File: config.mk
export PLATFORM = sky130hd
export DESIGN_NAME = serial_subtractor_ctrl
export DESIGN_NICKNAME = d
export VERILOG_FILES = /design/src/rtl/serial_subtractor_ctrl.sv
export SDC_FILE = /design/constraint.sdc
export NUM_CORES = 1
export LEC_CHECK = 0
export CORE_UTILIZATION = 55
export CTS_BUF_LIST = sky130_fd_sc_hd__clkbuf_8
export CTS_CLUSTER_DIAMETER = 60
export DETAILED_ROUTE_END_ITERATION = 8
export DONT_BUFFER_PORTS = 1
export GPL_ROUTABILITY_DRIVEN = 0
export PLACE_DENSITY = 0.8
export SLEW_MARGIN = 10
export SYNTH_ARGS = -nofsm -noshare
export SYNTH_HDL_FRONTEND = slang
export SYNTH_SLANG_ARGS = --single-unit
File: constraint.sdc
create_clock -name clk -period 3 [get_ports clk]
set_input_delay 0.3 -clock clk [delete_from_list [all_inputs] [get_ports clk]]
set_output_delay 0.3 -clock clk [all_outputs]
set_load 0.01 [all_outputs]
File: src/rtl/serial_subtractor_ctrl.sv
// Bit-serial subtractor: one full-subtractor slice, LSB first, IDLE/RUN/DONE control.
// Optional signed-overflow output enabled by defining SERIAL_SUB_OVF_EN.
module serial_subtractor_ctrl #(
    parameter int WIDTH = 8
) (
    input  logic             clk,
    input  logic             rst_n,
    input  logic             start,
    input  logic [WIDTH-1:0] a,
    input  logic [WIDTH-1:0] b,
    input  logic             bin,
    output logic             busy,
    output logic             done,
    output logic [WIDTH-1:0] diff,
    output logic             bout
`ifdef SERIAL_SUB_OVF_EN
    ,
    output logic             ovf
`endif
);

    localparam int IDX_W = (WIDTH > 1) ? $clog2(WIDTH) : 1;

    typedef enum logic [1:0] {
        IDLE = 2'd0,
        RUN  = 2'd1,
        DONE = 2'd2
    } state_t;

    state_t           state_reg;
    state_t           state_next;
    logic [WIDTH-1:0] a_reg;
    logic [WIDTH-1:0] b_reg;
    logic [WIDTH-1:0] res_reg;
    logic [WIDTH-1:0] res_next;
    logic [IDX_W-1:0] idx_reg;
    logic             br_reg;
    logic [WIDTH-1:0] diff_reg;
    logic             bout_reg;
    logic             bit_a;
    logic             bit_b;
    logic             bit_d;
    logic             br_next;
    logic             last_bit;

    assign bit_a    = a_reg[idx_reg];
    assign bit_b    = b_reg[idx_reg];
    assign bit_d    = bit_a ^ bit_b ^ br_reg;
    assign br_next  = (~bit_a & bit_b) | (~(bit_a ^ bit_b) & br_reg);
    assign last_bit = (idx_reg == IDX_W'(WIDTH - 1));

    // Working word with the current result bit dropped into position idx.
    genvar gi;
    generate
        for (gi = 0; gi < WIDTH; gi++) begin : g_res
            assign res_next[gi] = (idx_reg == IDX_W'(gi)) ? bit_d : res_reg[gi];
        end
    endgenerate

    always_comb begin
        state_next = state_reg;
        case (state_reg)
            IDLE:    if (start) state_next = RUN;
            RUN:     if (last_bit) state_next = DONE;
            DONE:    state_next = IDLE;
            default: state_next = IDLE;
        endcase
    end

`ifdef SERIAL_SUB_OVF_EN
    logic ovf_reg;
`endif

    always_ff @(posedge clk) begin
        if (!rst_n) begin
            state_reg <= IDLE;
            a_reg     <= '0;
            b_reg     <= '0;
            res_reg   <= '0;
            idx_reg   <= '0;
            br_reg    <= 1'b0;
            diff_reg  <= '0;
            bout_reg  <= 1'b0;
`ifdef SERIAL_SUB_OVF_EN
            ovf_reg   <= 1'b0;
`endif
        end else begin
            state_reg <= state_next;
            case (state_reg)
                IDLE: begin
                    if (start) begin
                        a_reg   <= a;
                        b_reg   <= b;
                        br_reg  <= bin;
                        idx_reg <= '0;
                    end
                end
                RUN: begin
                    br_reg  <= br_next;
                    res_reg <= res_next;
                    idx_reg <= idx_reg + IDX_W'(1);
                    // Shadow outputs load on the final bit so they are valid throughout DONE.
                    if (last_bit) begin
                        diff_reg <= res_next;
                        bout_reg <= br_next;
`ifdef SERIAL_SUB_OVF_EN
                        ovf_reg  <= br_reg ^ br_next;
`endif
                    end
                end
                default: ;
            endcase
        end
    end

    assign busy = (state_reg != IDLE);
    assign done = (state_reg == DONE);
    assign diff = diff_reg;
    assign bout = bout_reg;
`ifdef SERIAL_SUB_OVF_EN
    assign ovf  = ovf_reg;
`endif

endmodule

==> flow_summary.toml <==
[status]
outcome = "finished, final reports clean"

[synth]
syn_inst = 197
yosysSeqAreaShare = 0.417
synthTopCellsByArea = "dfxtp_1, nand2_1, mux2i_1"
synth_top_area_share = 0.417
synth_nets = 224
yosysMostFrequentCell = "nand2_1"
synthArstFlopShare = 0
syn_avg_cell_area_um2 = 9.25
ys_ff_latch = 38
synth_area_um2 = 1820
ys_warn_count = 0
yosysUniqueCellTypes = 33
synth_top_area_cell = "dfxtp_1"
synth_edf_count = 0
synth_ff_type = "dfxtp_1"
netlist_top_cells_count = "nand2_1, dfxtp_1, mux2i_1"

[die]
die_w_um = 59.6
core-area_um2 = 3100
start_util = 0.587
die_h_um = 59.6
dieArea_um2 = 3550
pin_count = 31
row_count = 20

[worst_setup_path]
cp-end-kind = "flip-flop"
required_ns = 3.20
cpLargestDelayFamily = "adder cells"
worstSetupPathDepth = 6
cp.arrival_ns = 2.76
start_kind = "flip-flop"
cp_max_fo = 10
critPathMaxStageDelay_ns = 0.71
r2r.worst_path.cells = 6
critPathMostFrequentCell = "nand2_1"
path_class = "reg -> reg"
worstPathCellList = "mux4_2 -> nand2_1 -> nand2_1 -> fa_1 -> nand2_1 -> o31ai_1"
crit_slowest_cell = "fa_1"
path_buf_inv = 0

[pwr]
ir_drop_v = 0.000317
power_uw = 987
power_density_nw_per_um2 = 530
p_leak_uw = 0.000767

[final_layout]
stdcell_area_um2 = 1860
area_growth_syn_to_layout_pct = 2.06
num-nets-final = 216
drive_gt1_frac = 0.0638
regArea_um2 = 761
multi_input_comb_area_um2 = 947
diodes = 0
n_fill_cell = 296
utilization = 0.600

[drt]
routedWlPerCell_um = 13.9
via_per_inst = 5.43
wirelength_mm = 3.23
vias = 1259
drcViolationCount = 0
first_pass_iters = 4
antenna_left = 0
drtIter0Drc = 79

[timing]
post-route-period-util = 0.855
relSlewSlack = 0.546
setup_tns_ns = 0
finalHoldViolCount = 0
fmax_mhz = 390
setup_viol = 0
skew_ns = 0.00447
maxSlewViolCount = 0
worst_pin_slew_ns = 0.680
layout_min_cycle_time_ns = 2.57
rsz0062_at_grt = "false"

[global_routing]
grt.overflow.total = 0
gr-usage-all-layers = 0.211
antenna_found_initial = 0
grt_max_degree = 40
grt_pass1_wl_mm = 5.35
grt_pass1_vias = 1216

[place]
portBuffers = 0
dpl_cell_area_um2 = 1780
dp_hpwl_mm = 2.31

[min_path]
hold_depth = 2
hold_path_class = "in -> reg"

[clock_network]
clk_pin_slew_worst_paths_ns = 0.07
cts_resized = 0
clk_path_buf_depth = 2
clockRootBuffer = "clkbuf_8"
cts_htree_levels = 2
ctsHoldBuffers = 0
cts_tree = "done"
numCtsBuffers = 5
cts_setup_buffers = 0
cts_sinks = 38
clk_latency_ns = 0.29

[job]
cap_violations = 0
[cell usage in the layout (no fill, tap or decap), types with 2 or more instances in the layout]
cell / netlist / final
nand2_1: 50 / 50
dfxtp_1: 38 / 38
mux2i_1: 12 / 12
a21boi_1: 10 / 10
a21boi_0: 8 / 8
o21ai_0: 7 / 7
a21oi_1: 7 / 7
ha_1: 6 / 6
clkbuf_8: 0 / 6
mux4_2: 4 / 4
inv_1: 4 / 4
nand3_1: 4 / 4
nand2b_1: 4 / 4
nor2_1: 4 / 4
o211ai_1: 3 / 3
o31ai_1: 3 / 3
nor2b_1: 2 / 2
nand3b_1: 2 / 2
o211a_1: 2 / 2
and2_1: 2 / 2
[kinds of logic after synthesis]
logic type / count (synthesis) / synth area share
AO/OA/AOI/OAI: 43 / 0.164
AND/OR/NAND/NOR: 74 / 0.188
multiplexers: 16 / 0.115
adder cells (fa/ha/maj): 7 / 0.0522
flip-flops: 38 / 0.417
buffers and inverters: 19 / 0.0631
[path summary, 6_finish.rpt]
check	startpoint	end	slack (ns)
max reg2reg	idx_reg[0]	res_reg[2]	0.43
min reg2reg	b_reg[7]	b_reg[7]	0.46
min	a[5]	a_reg[5]	0.14
max	idx_reg[0]	res_reg[2]	0.43
[layout make-up]
type	instances	area share
sequential	38	0.409
clock buffer	6	0.0444
tap	44	0.0296
multi-input combinational	140	0.509
inverter	4	0.00807
[power by group]
part | total, uW | switching, uW | internal, uW | leakage [uW]
Sequential | 540 | 16.4 | 524 | 0.000309
Combinational | 104 | 58.6 | 44.9 | 0.000415
Clock | 343 | 166 | 177 | 0.0000431
Total | 987 | 241 | 746 | 0.000767
[worst register-to-register path: cells and delay by family (launching register included)]
family,cells,cell delay [ns]
flip-flops,1,0.55
AND/OR/NAND/NOR,3,0.37
adder cells (fa/ha/maj),1,0.71
multiplexers,1,0.56
AO/OA/AOI/OAI,1,0.28
[through the flow]
stage          worst slack (ns)  cells  hold slack [ns]
2_1_floorplan             0.640    197            0.432
3_3_place_gp              0.582    226            0.422
3_5_place_dp              0.420    226            0.429
4_1_cts                   0.419    232            0.129
5_1_grt                   0.216    232            0.131
6_report                  0.434    232            0.140
[per-layer routing]
metal,vias to the layer above,share of wire,track usage
met5,-,0,0
met4,0,0.016,0.0797
met3,5,0.044,0.0808
met2,20,0.48,0.343
met1,587,0.46,0.252
li1,647,-,-
Note: power is estimated with default switching activity, not from simulation.
